===== src/rtl/line_raster_engine.sv =====
// Bresenham line rasteriser: takes one line command and emits every pixel,
// endpoints inclusive, as {y,x} address / colour beats on a back-pressurable stream.
module line_raster_engine #(
   parameter int X_W     = 8,
   parameter int Y_W     = 8,
   parameter int COLOR_W = 8
) (
   input  logic                             clk,
   input  logic                             rst,
   input  logic                             cmd_valid,
   output logic                             cmd_ready,
   input  logic [X_W-1:0]                   x0,
   input  logic [X_W-1:0]                   x1,
   input  logic [Y_W-1:0]                   y0,
   input  logic [Y_W-1:0]                   y1,
   input  logic [COLOR_W-1:0]               color,
   input  logic                             abort,
   output logic                             px_valid,
   input  logic                             px_ready,
   output logic [X_W+Y_W-1:0]               fb_addr,
   output logic [COLOR_W-1:0]               fb_data,
   output logic                             busy,
   output logic                             done,
   output logic [((X_W > Y_W) ? X_W : Y_W):0] px_count
);

   localparam int W = (X_W > Y_W) ? X_W : Y_W;

   typedef enum logic [1:0] {IDLE, SETUP, DRAW} state_t;

   state_t              state, state_nxt;
   logic [X_W-1:0]      x0_q, x1_q, cur_x;
   logic [Y_W-1:0]      y0_q, y1_q, cur_y;
   logic [COLOR_W-1:0]  color_q;
   logic [W-1:0]        adx, ady;
   logic                x_dec, y_dec;
   logic signed [W+1:0] err, err_nxt;
   logic signed [W+2:0] e2;
   logic [X_W-1:0]      dx_abs;
   logic [Y_W-1:0]      dy_abs;
   logic                step_x, step_y, beat, last;

   assign beat   = px_valid & px_ready;
   assign last   = (cur_x == x1_q) && (cur_y == y1_q);
   assign dx_abs = (x1_q >= x0_q) ? x1_q - x0_q : x0_q - x1_q;
   assign dy_abs = (y1_q >= y0_q) ? y1_q - y0_q : y0_q - y1_q;

   // NOTE: combinational blocks use blocking '=' and assign every output a default
   // first, so no latch is inferred; clocked state below uses non-blocking '<='.
   always_comb begin
      e2      = {err, 1'b0};
      step_x  = e2 > -$signed({3'b000, ady});
      step_y  = e2 < $signed({3'b000, adx});
      err_nxt = err;
      if (step_x) err_nxt = err_nxt - $signed({2'b00, ady});
      if (step_y) err_nxt = err_nxt + $signed({2'b00, adx});
   end

   always_ff @(posedge clk) begin
      if (rst) state <= IDLE;
      else     state <= state_nxt;
   end

   always_comb begin
      state_nxt = state;
      case (state)
         IDLE:    if (cmd_valid) state_nxt = SETUP;
         SETUP:   state_nxt = abort ? IDLE : DRAW;
         // completion takes priority over a simultaneous abort
         DRAW:    if ((beat && last) || abort) state_nxt = IDLE;
         default: state_nxt = IDLE;
      endcase
   end

   always_comb begin
      cmd_ready = (state == IDLE);
      px_valid  = (state == DRAW);
      busy      = (state != IDLE);
   end

   assign fb_addr = {cur_y, cur_x};
   assign fb_data = color_q;

   always_ff @(posedge clk) begin
      if (rst) begin
         x0_q     <= '0;
         x1_q     <= '0;
         y0_q     <= '0;
         y1_q     <= '0;
         color_q  <= '0;
         cur_x    <= '0;
         cur_y    <= '0;
         adx      <= '0;
         ady      <= '0;
         x_dec    <= 1'b0;
         y_dec    <= 1'b0;
         err      <= '0;
         px_count <= '0;
         done     <= 1'b0;
      end else begin
         done <= 1'b0;
         case (state)
            IDLE: begin
               if (cmd_valid) begin
                  x0_q     <= x0;
                  x1_q     <= x1;
                  y0_q     <= y0;
                  y1_q     <= y1;
                  color_q  <= color;
                  px_count <= '0;
               end
            end
            SETUP: begin
               adx   <= W'(dx_abs);
               ady   <= W'(dy_abs);
               x_dec <= (x1_q < x0_q);
               y_dec <= (y1_q < y0_q);
               err   <= $signed({2'b00, W'(dx_abs)}) - $signed({2'b00, W'(dy_abs)});
               cur_x <= x0_q;
               cur_y <= y0_q;
            end
            DRAW: begin
               if (beat) begin
                  px_count <= px_count + (W+1)'(1);
                  if (last) begin
                     done <= 1'b1;
                  end else begin
                     err <= err_nxt;
                     if (step_x) cur_x <= x_dec ? cur_x - X_W'(1) : cur_x + X_W'(1);
                     if (step_y) cur_y <= y_dec ? cur_y - Y_W'(1) : cur_y + Y_W'(1);
                  end
               end
            end
            default: ;
         endcase
      end
   end

endmodule

===== config.mk =====
export PLATFORM = sky130hd
export DESIGN_NAME = line_raster_engine
export DESIGN_NICKNAME = d
export VERILOG_FILES = /design/src/rtl/line_raster_engine.sv
export SDC_FILE = /design/constraint.sdc
export NUM_CORES = 1
export LEC_CHECK = 0
export CAP_MARGIN = 20
export CORE_MARGIN = 2
export CORE_UTILIZATION = 37
export CTS_CLUSTER_SIZE = 28
export DETAILED_ROUTE_END_ITERATION = 7
export HOLD_SLACK_MARGIN = 0.03
export PLACE_DENSITY = 0.65
export SYNTH_ARGS = -nofsm -noshare
export SYNTH_HDL_FRONTEND = slang
export SYNTH_SLANG_ARGS = --single-unit

===== constraint.sdc =====
create_clock -name clk -period 4.5 [get_ports clk]
set_input_delay 0.9 -clock clk [delete_from_list [all_inputs] [get_ports clk]]
set_output_delay 0.9 -clock clk [all_outputs]
set_load 0.01 [all_outputs]

=== Yosys cells after proc, flatten, opt, wreduce, memory -nomap -nowiden ===
Cells that the tools add are included.

* $mul: 0
* Add/subtract/negate cells: 13
* Bitwise logic cells: 3
* Div/mod/pow operators: 0
* Reductions and logical operators: 14
* Order comparisons: 6
* Eq/ne operators: 10
* Mux-type cells: 25
* Shift operators: 0

{| class="wikitable"
|+ Operators with widths
! operator !! number
|-
| 2-to-1 mux 8 bit || 10
|-
| 2-to-1 mux 10 bit || 4
|-
| one-hot mux 8 bit (2 select lines) || 2
|-
| subtractor 8 bit || 4
|-
| one-hot mux 10 bit (2 select lines) || 1
|-
| 2-to-1 mux 9 bit || 2
|-
| one-hot mux 9 bit (2 select lines) || 1
|-
| adder 8 x 1 -> 8 bit, second input constant || 2
|-
| equality test 8 bit || 2
|-
| >= comparator 8 bit || 2
|-
| less-than comparator 8 bit || 2
|-
| subtractor 8 x 1 -> 8 bit, second input constant || 2
|-
| greater-than comparator 11 bit || 1
|-
| less-than comparator 11 x 9 -> 1 bit || 1
|-
| negation 8 -> 11 bit || 1
|-
| adder 10 x 9 -> 10 bit || 1
|-
| subtractor 10 x 9 -> 10 bit || 1
|-
| adder 9 x 1 -> 9 bit, second input constant || 1
|-
| subtractor 8 x 8 -> 9 bit || 1
|-
| != test 2 x 1 -> 1 bit, second input constant || 4
|-
| AND reduction 4 bit || 2
|-
| 2-to-1 mux 2 bit || 3
|-
| one-hot mux 2 bit (3 select lines) || 1
|-
| AND reduction 3 bit || 2
|-
| other kinds (12) || 18
|}

* Word-level logic and storage cells: 86
* Output and inout port bits: 37
* Flip-flop bits (word level): 96
* Input port bits: 45
* Memory bits (writable): 0
* Bits in read-only memories: 0
* Memories kept: 0
* Latch bits: 0

=== Longest topological paths before layout ===
Gate-level depths: netlist of run 1.

* Word-level depth: 8
* Depth in mapped cells: 23
* Mapped depth without buffers: 22

=== Worst setup path before layout of run 1 ===
OpenSTA, ideal clock, no wires.

* Path kind: register to register
* From: reg ady[3]
* To: reg err[8]
* Setup time: 82 ps
* Slack: -133 ps
* Path buffers: 1
* Required time: 4418 ps
* Clock period less this slack: 4633 ps
* Cell stages (with the launch flop): 23
* Arrival time: 4551 ps
* Path through: dfxtp_1 inv_1 nand4_1 or4_2 xnor2_1 ha_1 nand4_1 or3b_1 a31oi_4 and2_4 buf_6 o21ai_0 ha_1 inv_1 fa_1 nor2b_1 o21ai_0 a21boi_0 o31ai_1 a21oi_1 and3_1 or4_1 o2111ai_1

* Cells in the longest elaborated chain, start to end: 8
* Elaborated cells between the ends (all ways): 9
* Those cells by class: add/sub (3); order compare (1); mux (5)

{| class="wikitable"
|+ Ends and longest elaborated chain
! element !! RTL line !! text
|-
| start, declared || 35 || <nowiki>logic [W-1:0] adx, ady;</nowiki>
|-
| start signal, assigned || 115 || <nowiki>ady <= W'(dy_abs);</nowiki>
|-
| negation 8 -> 11 bit || 52 || <nowiki>step_x = e2 > -$signed({3'b000, ady});</nowiki>
|-
| greater-than comparator 11 bit || 52 ||
|-
| 2-to-1 mux 10 bit (*) || 55 || <nowiki>if (step_x) err_nxt = err_nxt - $signed({2'b00, ady});</nowiki>
|-
| adder 10 x 9 -> 10 bit || 56 || <nowiki>if (step_y) err_nxt = err_nxt + $signed({2'b00, adx});</nowiki>
|-
| 2-to-1 mux 10 bit (*) || 56 ||
|-
| 2-to-1 mux 10 bit (*) || 125 || <nowiki>if (last) begin</nowiki>
|-
| 2-to-1 mux 10 bit (*) || 123 || <nowiki>if (beat) begin</nowiki>
|-
| one-hot mux 10 bit (2 select lines) (*) || 102 || <nowiki>case (state)</nowiki>
|-
| end signal, assigned || 118 || <nowiki>err <= $signed({2'b00, W'(dx_abs)}) - $signed({2'b00, W'(dy_abs)});</nowiki>
|-
| end signal, assigned || 128 || <nowiki>err <= err_nxt;</nowiki>
|-
| end, declared || 37 || <nowiki>logic signed [W+1:0] err, err_nxt;</nowiki>
|}

Mark *: on every way between the ends. The rest lies on a longest branch, timed or not. The select of a mux whose other input is x is not followed.
A chain may end at the register's enable or synchronous reset.

=== Worst setup path after layout of run 1 ===
* From: reg ady[5]
* To: reg err[8]

Same word-level chain as after synthesis.

==> results of run 1 <==
-- repair_timing --
item                       4_1_cts  5_1_grt
setup buffers                    4        3
pin swaps                        7       21
setup endpoints to repair        1        5
resized for setup                8       29
-- state kept, by name, indices dropped and copies added, names as in the netlist, 2 cells and up --
signal	flops
x0_q	8
adx	8
err	10
y1_q	8
x1_q	8
y0_q	8
fb_data	8
state	2
cur_x	8
px_count	9
cur_y	8
ady	8
-- worst max-delay path by stage --
stage	startpoint	to	slack, ns	cells past startpoint
after floorplan	ady[2]$_SDFFE_PP0N_	err[8]$_SDFFE_PP0P_	0.06	22
after global placement	ady[4]$_SDFFE_PP0N_	err[8]$_SDFFE_PP0P_	-0.007	21
after detailed placement	ady[5]$_SDFFE_PP0N_	err[8]$_SDFFE_PP0P_	-0.04	21
after CTS	ady[3]$_SDFFE_PP0N_	err[8]$_SDFFE_PP0P_	-0.003	18
after global routing	ady[4]$_SDFFE_PP0N_	err[8]$_SDFFE_PP0P_	-0.28	20
final	ady[5]$_SDFFE_PP0N_	err[8]$_SDFFE_PP0P_	-0.11	20
-- through the flow --
step | power, W | TNS (ns)
after floorplan | 0.00239 | 0
after global placement | 0.00288 | -0.00654
after detailed placement | 0.00290 | -0.0439
after CTS | 0.00375 | -0.00311
after global routing | 0.00415 | -0.618
final | 0.00386 | -0.133
-- cells by family (layout without fill, tap and decap cells) --
logic type               count (synthesis)  after routing
adder cells (fa/ha/maj)                 95             95
XOR/XNOR                                62             62
AND/OR/NAND/NOR                        270            270
multiplexers                            23             23
buffers and inverters                  113            213
AO/OA/AOI/OAI                          249            249
flip-flops                              96             96
-- power by group through the flow --
stage	registers [W]	logic (W)	clock network (W)
final	0.00100	0.00205	0.000813
after detailed placement	0.00102	0.00188	0
after CTS	0.000997	0.00193	0.000827
after global routing	0.00101	0.00227	0.000865
after global placement	0.00102	0.00186	0
after floorplan	0.000993	0.00140	0
-- layout make-up --
type | count | area share [%]
multi-input cells | 699 | 56.3
flip-flops and latches | 96 | 21.3
repair buffers | 114 | 11.9
well taps | 265 | 3.66
inverters | 83 | 3.44
clock buffers | 9 | 2.49
clock inverters | 7 | 0.967
-- cell usage after synthesis, types with 4 or more instances --
library cell / number
nand2b_1: 10
nor3_1: 22
nand3_1: 21
dfxtp_1: 96
a2111oi_0: 4
inv_1: 83
a221oi_1: 7
o211ai_1: 8
clkbuf_1: 24
nor4_1: 6
xor2_1: 25
o21a_1: 11
a21o_1: 7
mux2_2: 5
ha_1: 86
nor2_1: 67
a211oi_1: 20
a21boi_0: 4
o21ai_0: 76
a22o_1: 12
a31oi_1: 9
or2_2: 5
fa_1: 9
a21oi_1: 54
o31ai_1: 4
or3_1: 6
xnor2_1: 37
nor2b_1: 13
nand2_1: 85
and4_1: 6
mux2i_1: 18
nand4_1: 8
-- layer usage --
layer  GRT usage, %  part of all wire, %  vias to the layer above  routed length, um
met1           27.3                   48                     3153               9720
met4           7.20                  2.8                        0                570
met3           2.75                  4.7                       38                956
met2           32.2                   45                      203               9210
met5              0                    0                        -                  0
li1               -                    -                     3417                  -
-- worst min-delay path, cell delays in order, from the launching register on --
cell and delay, ns:
dfxtp_2 0.33, nand3_1 0.06, o31ai_1 0.06
==> results_dict.tcl, run 1 <==
set metrics [dict create \
    hold_path_depth 2 \
    p_switching_w 0.00157 \
    synth_cells 908 \
    worst-r2r-cell-count 20 \
    cts_hold_buffers 0 \
    clk_pin_slew_ns 0.07 \
    layout_common_cells "92 x dfxtp_1, 84 x nand2_1, 82 x ha_1, 80 x clkdlybuf4s50_1, 79 x inv_1" \
    cp-end-kind "register" \
    cpPeakStageDelay_ns 0.59 \
    synth_flop_cell "dfxtp_1" \
    io_buffers 81 \
    diodes 0 \
    via_per_inst 5.35 \
    insertion_delay_ns 0.36 \
    fillers 1951 \
    grt_max_degree 46 \
    synth_top_cell_area_share_pct 26.3 \
    cts_max_level 3 \
    fin_area_sq_um 9060 \
    dr.pass1.iters 7 \
    place_area_sq_um 8560 \
    p_int_w 0.00229 \
    start_util_pct 37.7 \
    die_area_sq_um 20900 \
    die_w_um 145 \
    syn_area_per_cell_sq_um 8.05 \
    tightest_slew_ns 0.997 \
    syn_nets 1048 \
    cts_buffers 9 \
    cp_num_buf_inv 2 \
    drt_iter0_markers 433 \
    grt-ovfl-total 0 \
    status "finished, violations left" \
    async_flop_share_pct 0 \
    hold_violations 0 \
    gp_congestion 0.935 \
    utilization_pct 46.7 \
    fin_worst_skew_ns 0.0106 \
    slowest_stage "or4_4" \
    cp.arrival_ns 4.88 \
    numClockSinks 96 \
    finalWorstSetupSlack_ns -0.105 \
    clock_power_share_pct 21.1 \
    path_delay_family "simple AND/OR/NAND/NOR gates" \
    cts.path.max_buffers 2 \
    yosys_warnings 0 \
    cts_tree "yes" \
    max_freq_mhz 217 \
    wl_mm 20.5 \
    ys_seq_area_share_pct 26.3 \
    crit_type "register to register" \
    drive_above_1_share_pct 10.0 \
    vias 6811 \
    rsz0062_at_grt "true" \
    synthAdderAreaFrac_pct 17.2 \
    cts_root_buf "clkbuf_16" \
    place_ws_ns -0.0439 \
    power.leakage_nw 3.70 \
    synth_seq_cells 96 \
    min_path_type "register to register" \
    swShare_pct 40.6 \
    mostFrequentLayoutCell "dfxtp_1" \
    fin_crit_sh_pct 102 \
    rr_endpoint "err[8]$_SDFFE_PP0P_" \
    syn_area_sq_um 7310 \
    worstPathMaxFanout 5 \
    synth-compound-area-share_pct 22.1 \
    yosys.area_share.simple_pct 17.8 \
    hold_ws_ns 0.488 \
    synth.mux.area_fraction_pct 3.23 \
    antenna_left 0 \
    required_ns 4.77 \
    layout.nets 1143 \
    reg2reg_slack_ns -0.11 \
    core-area_sq_um 19400 \
    synth_xor_area_share_pct 7.43 \
    report.final.slew_viol_count 0 \
    stdcell_count 1273 \
    placed_cells 1251 \
    synth-edff-count 0 \
    setup_viol 2 \
    crit_chain "inv_2, nand4_1, or4_4, xnor2_2, ha_1, nand4_1, or3b_4, a31oi_4, buf_4, nand3_1, o21ai_2, ha_1, nor2b_2, o21ai_2, a21boi_2, o31ai_2, a21oi_2, and3_1, or4_1, o2111ai_1" \
    r2r_start "ady[5]$_SDFFE_PP0N_" \
    hold_path_startpoint "ady[5]$_SDFFE_PP0N_" \
    peakVddDrop_mv 0.220 \
    die_h_um 145 \
    first_global_vias 6491 \
    p_comb_share_pct 53.0 \
    cap_viol_max_count 0 \
    syn2layout_area_growth_pct 23.9 \
    synth.area.top_cells "dfxtp_1 26%, ha_1 15%, o21ai_0 5.2%, xnor2_1 4.4%, nand2_1 4.4%" \
    power.density_nw_per_um2 426 \
    violations "negative setup slack" \
    slew_headroom_pct 33.5 \
    synth_cell_types 65 \
    synth_top_family_by_area "compound AO/OA/AOI/OAI gates" \
    whs_endpoint "ady[5]$_SDFFE_PP0N_" \
    io-pin-count 82 \
    drcViolationCount 0 \
    period_minus_slack_ns 4.61 \
    power_frac_seq_pct 25.9 \
    yosys.area.top_type "dfxtp_1" \
    multi_input_area_sq_um 5100 \
    start_kind "register" \
    grtUsageTotal_pct 20.0 \
    antenna_found_initial 0 \
    regArea_sq_um 1930 \
    rows 51 \
    hpwl_mm 15.7 \
    detail_route.wl_per_cell_um 16.1 \
    grt_pass1_wl_mm 32.9 \
]
Power figures use the tool's default switching activity.
==> run 2, diff against run 1 <==
==> constraint.sdc (replaced) <==
create_clock -name clk -period 3.71 [get_ports clk]
set_input_delay 0.742 -clock clk [delete_from_list [all_inputs] [get_ports clk]]
set_output_delay 0.742 -clock clk [all_outputs]
set_load 0.01 [all_outputs]
==> run 2 against run 1 <==
  * Clock-buffer cell count rose by 1
  * Largest power group unchanged
  * Clock power up 20%
  * Sequential cell count stayed put
  * The run still ends with negative setup slack left
  * Utilization grew 5.3 points
  * Critical path depth increased by 1
==> results_dict.tcl, run 2 (synthesis results as in run 1) <==
set metrics [dict create \
    status "finished, violations left" \
    regMostFlops "err" \
    fillers 1885 \
    peakVddDrop_mv 0.272 \
    cts_hold_buffers 0 \
    first_global_vias 7001 \
    drt_iter0_markers 324 \
    antenna_found_initial 0 \
    io-pin-count 82 \
    via_per_inst 5.12 \
    layout_common_cells "161 x buf_4, 92 x dfxtp_1, 84 x nand2_1, 83 x ha_1, 80 x clkdlybuf4s50_1" \
    largestRegisters "err x10, px_count x9" \
    cp.arrival_ns 4.65 \
    tightest_slew_ns 0.914 \
    grt_max_degree 46 \
    gp_congestion 0.920 \
    crit_type "register to register" \
    worstPathMaxFanout 3 \
    start_util_pct 37.7 \
    rows 51 \
    drive_above_1_share_pct 21.1 \
    placed_cells 1380 \
    utilization_pct 52.0 \
    whs_endpoint "ady[5]$_SDFFE_PP0N_" \
    dr.pass1.iters 7 \
    io_buffers 81 \
    fin_worst_skew_ns 0.00917 \
    cts_root_buf "clkbuf_16" \
    cp-end-kind "register" \
    fin_area_sq_um 10100 \
    rsz0062_at_grt "true" \
    place_area_sq_um 9530 \
    cts_buffers 9 \
    finalWorstSetupSlack_ns -0.665 \
    start_kind "register" \
    period_minus_slack_ns 4.38 \
    cts.path.max_buffers 2 \
    grt-ovfl-total 0 \
    cts_tree "yes" \
    detail_route.wl_per_cell_um 15.4 \
    cap_viol_max_count 0 \
    power.leakage_nw 4.36 \
    layout.nets 1277 \
    slew_headroom_pct 38.5 \
    stdcell_count 1407 \
    fin_crit_sh_pct 118 \
    place_ws_ns -0.784 \
    insertion_delay_ns 0.36 \
    die_w_um 145 \
    vias 7199 \
    numClockSinks 96 \
    reg2reg_slack_ns -0.67 \
    r2r_start "ady[5]$_SDFFE_PP0N_" \
    diodes 0 \
    hold_path_depth 2 \
    mostFrequentLayoutCell "buf_4" \
    grtUsageTotal_pct 21.2 \
    worst-r2r-cell-count 21 \
    setup_viol 8 \
    clk_pin_slew_ns 0.07 \
    antenna_left 0 \
    grt_pass1_wl_mm 34.8 \
    min_path_type "register to register" \
    die_h_um 145 \
    hold_path_startpoint "ady[5]$_SDFFE_PP0N_" \
    core-area_sq_um 19400 \
    drcViolationCount 0 \
    report.final.slew_viol_count 0 \
    max_freq_mhz 229 \
    syn2layout_area_growth_pct 37.8 \
    violations "negative setup slack" \
    cts_max_level 3 \
    hpwl_mm 16.7 \
    largest_reg_flops 10 \
    wl_mm 21.7 \
    rr_endpoint "err[8]$_SDFFE_PP0P_" \
    power.density_nw_per_um2 517 \
    required_ns 3.99 \
    die_area_sq_um 20900 \
    hold_violations 0 \
]
run 2: changes by cell type in the layout (fill, tap and decap cells not counted), moves of 2 or more:
cell	previous run	this run
o31ai_4	1	3
a21oi_1	53	51
a21oi_2	1	3
buf_4	31	161
o31ai_2	3	1
buf_6	1	6
run 2: critical path: stages, from the launching register on:
cell       delay (ns)
dfxtp_2          0.32
inv_2            0.05
nand4_1          0.11
or4_4            0.45
xnor2_2          0.15
ha_1             0.28
nand4_1          0.11
or3b_4           0.41
a31oi_4          0.21
nand3_2          0.10
o21ai_2          0.09
ha_2             0.20
inv_2            0.04
fa_2             0.39
nor2b_2          0.12
o21ai_2          0.07
a21boi_2         0.23
o31ai_4          0.11
a21oi_2          0.15
a21oi_1          0.10
or4_1            0.49
o2111ai_1        0.10
run 2: worst max path at each step:
stage,slack [ns],depth (start not counted),endpoint,startpoint
floorplan,-0.63,22,err[8]$_SDFFE_PP0P_,ady[2]$_SDFFE_PP0N_
finish,-0.67,21,err[8]$_SDFFE_PP0P_,ady[5]$_SDFFE_PP0N_
detailed placement,-0.78,22,err[8]$_SDFFE_PP0P_,ady[5]$_SDFFE_PP0N_
global route,-0.88,21,err[8]$_SDFFE_PP0P_,ady[5]$_SDFFE_PP0N_
CTS,-0.63,19,err[9]$_SDFFE_PP0P_,ady[5]$_SDFFE_PP0N_
global placement,-0.70,19,err[9]$_SDFFE_PP0P_,ady[5]$_SDFFE_PP0N_
run 2: layout make-up:
type	instances	area, sq um	area share, %
multi-input cells	699	5120	50.8
repair buffers	248	2080	20.7
flip-flops and latches	96	1930	19.1
well taps	265	332	3.29
inverters	83	312	3.09
clock buffers	10	239	2.37
clock inverters	6	66.3	0.658
run 2: power by group:
| part | internal, W | switching [W] |
|---|---|---|
| Clock | 0.000543 | 0.000432 |
| Sequential | 0.00111 | 0.0000692 |
| Combinational | 0.00153 | 0.00152 |
run 2: timing repair:
item                                    in CTS  in global routing
setup buffers                                6                  5
resized for setup                            9                 26
endpoints found under the setup margin       9                  9
pin swaps                                   18                 10
run 2: stage by stage:
| stage | setup TNS (ns) | total power (W) | hold WS [ns] |
|---|---|---|---|
| floorplan | -2.29 | 0.00293 | 0.447 |
| global placement | -3.16 | 0.00397 | 0.466 |
| detailed placement | -3.69 | 0.00400 | 0.463 |
| CTS | -2.60 | 0.00506 | 0.480 |
| global route | -4.97 | 0.00557 | 0.509 |
| finish | -2.92 | 0.00521 | 0.478 |
run 2: metal layers:
metal,global-route usage (%),wire (um)
met2,35.8,9890
met5,0,0
met3,3.87,923
met4,6.85,576
met1,27.5,10300
==> run 3, diff against run 2 <==
--- a/config.mk
+++ b/config.mk
@@ -10,8 +10,9 @@
 export CORE_UTILIZATION = 37
 export CTS_CLUSTER_SIZE = 28
 export DETAILED_ROUTE_END_ITERATION = 7
+export DONT_BUFFER_PORTS = 1
 export HOLD_SLACK_MARGIN = 0.03
-export PLACE_DENSITY = 0.65
+export PLACE_DENSITY = 0.59
 export SYNTH_ARGS = -nofsm -noshare
 export SYNTH_HDL_FRONTEND = slang
 export SYNTH_SLANG_ARGS = --single-unit
==> run 3 against run 2 <==
  * The run still ends with negative setup slack left
  * Sequential cell count unchanged
  * Maximum frequency down 0.70%
  * Register-to-register slack worse by 0.03 ns
  * Setup slack worse by 0.031 ns
  * Sequential power about the same
  * Power up 2.8%
  * First-iteration DRC count up 20%
  * Sequential share of layout area up 1.6 points
  * Worst hold slack worse by 0.029 ns
  * Non-clock buffer count down 93
  * Routed wire length down 2.2%
  * Critical path type unchanged
==> results_dict.tcl, run 3 (synthesis results as in run 1) <==
set metrics [dict create \
    power.density_nw_per_um2 576 \
    core-area_sq_um 19400 \
    cts_root_buf "clkbuf_16" \
    cts_buffers 9 \
    die_h_um 145 \
    slew_headroom_pct 32.5 \
    start_kind "register" \
    grt-ovfl-total 0 \
    antenna_found_initial 0 \
    largestRegisters "err x10, px_count x9" \
    crit_chain "inv_2, nand4_1, or4_4, xnor2_2, ha_1, nand4_1, or3b_4, a31oi_4, and2_4, o21ai_2, ha_2, inv_2, fa_2, nor2b_2, o21ai_2, a21boi_2, o31ai_2, a21oi_2, and3_1, or4_1, o2111ai_1" \
    crit_type "register to register" \
    drcViolationCount 0 \
    fin_worst_skew_ns 0.00807 \
    wl_mm 21.2 \
    p_int_w 0.00327 \
    vias 6893 \
    min_path_type "input pin to register" \
    cts.path.max_buffers 2 \
    fin_crit_sh_pct 119 \
    layout.nets 1184 \
    setup_viol 7 \
    cap_viol_max_count 0 \
    slowest_stage "or4_4" \
    p_comb_share_pct 58.2 \
    hpwl_mm 16.2 \
    place_ws_ns -0.789 \
    grt_max_degree 47 \
    cp.arrival_ns 4.68 \
    rows 51 \
    insertion_delay_ns 0.36 \
    worstPathMaxFanout 5 \
    stdcell_count 1314 \
    swShare_pct 38.9 \
    tns_ns -2.77 \
    clock_power_share_pct 19.5 \
    largest_reg_flops 10 \
    p_switching_w 0.00208 \
    grtUsageTotal_pct 20.8 \
    diodes 0 \
    drive_above_1_share_pct 22.5 \
    period_minus_slack_ns 4.41 \
    drt_iter0_markers 389 \
    die_area_sq_um 20900 \
    placed_cells 1285 \
    hold_violations 0 \
    required_ns 3.98 \
    finalWorstSetupSlack_ns -0.696 \
    power_frac_seq_pct 22.3 \
    reg2reg_slack_ns -0.70 \
    peakVddDrop_mv 0.269 \
    dr.pass1.iters 5 \
    cp_num_buf_inv 2 \
    via_per_inst 5.25 \
    detail_route.wl_per_cell_um 16.1 \
    path_delay_family "simple AND/OR/NAND/NOR gates" \
    antenna_left 0 \
    cts_tree "yes" \
    violations "negative setup slack" \
    mostFrequentLayoutCell "buf_4" \
    cts_max_level 3 \
    power.leakage_nw 4.02 \
    report.final.slew_viol_count 0 \
    gp_congestion 0.888 \
    tightest_slew_ns 1.01 \
    status "finished, violations left" \
    cp-end-kind "register" \
    layout_common_cells "151 x buf_4, 92 x dfxtp_1, 83 x nand2_1, 79 x ha_1, 78 x inv_1" \
    io_buffers 0 \
    clk_pin_slew_ns 0.07 \
    start_util_pct 37.7 \
    regMostFlops "err" \
    max_freq_mhz 227 \
    syn2layout_area_growth_pct 27.1 \
    die_w_um 145 \
    first_global_vias 6638 \
    io-pin-count 82 \
    cts_hold_buffers 0 \
    rsz0062_at_grt "true" \
    cpPeakStageDelay_ns 0.45 \
    grt_pass1_wl_mm 33.8 \
    numClockSinks 96 \
]
[run 3: changes by cell type in the layout (fill, tap and decap cells not counted), moves of 2 or more]
cell             delta
buf_6               -2
ha_4                +4
buf_4              -10
ha_1                -4
clkdlybuf4s50_1    -80
[run 3: power by group through the flow]
stage	registers (W)	clock network (W)	logic (W)
floorplan	0.00121	0	0.00172
global placement	0.00121	0	0.00271
detailed placement	0.00121	0	0.00272
CTS	0.00119	0.00106	0.00292
global route	0.00120	0.00110	0.00341
finish	0.00119	0.00105	0.00312
[run 3: per-stage QoR]
| stage | power, W | hold WS [ns] | util (%) | cell area, sq um |
|---|---|---|---|---|
| 2_1_floorplan | 0.00293 | 0.447 | - | 7340 |
| 3_3_place_gp | 0.00392 | 0.478 | 44.5 | 8620 |
| 3_5_place_dp | 0.00393 | 0.478 | 44.5 | 8620 |
| 4_1_cts | 0.00518 | 0.439 | 47.1 | 9140 |
| 5_1_grt | 0.00571 | 0.445 | 47.9 | 9290 |
| 6_report | 0.00535 | 0.450 | 47.9 | 9290 |
[run 3: repair_timing]
action	4_1_cts	5_1_grt
pin swaps	25	20
setup buffers	7	6
endpoints found under the setup margin	8	8
resized for setup	29	18
[run 3: area by class of cell]
cell class / instances / area [sq um]
clock buffer: 10 / 239
clock inverter: 6 / 91.3
fill: 1896 / 10100
inverter: 83 / 312
multi-input combinational: 699 / 5210
sequential: 96 / 1930
tap: 265 / 332
timing repair buffer: 155 / 1180
[run 3: per-layer routing]
layer	vias up	wire length, um	GRT usage (%)	share of wire (%)
met5	-	0	0	0
met4	0	666	8.84	3.1
met3	31	1010	2.78	4.8
met2	173	9590	33.7	45
met1	3197	9940	27.8	47
li1	3492	-	-	-
[run 3: worst paths after layout]
check,from,cells past startpoint,to
worst max-delay path,ady[3]$_SDFFE_PP0N_,21,err[8]$_SDFFE_PP0P_
worst min-delay path,abort,1,state[1]$_SDFFE_PP0P_
worst max register to register,ady[3]$_SDFFE_PP0N_,21,err[8]$_SDFFE_PP0P_
worst min register to register,ady[5]$_SDFFE_PP0N_,2,ady[5]$_SDFFE_PP0N_
[run 3: worst register-to-register path, delay by kind of cell, from the launching register on]
family | cells | cell delay, ns
simple gates | 8 | 1.97
compound gates | 7 | 1.11
fa+ha+maj | 3 | 0.68
flops | 1 | 0.32
xor+xnor | 1 | 0.14
buf+inv | 2 | 0.11
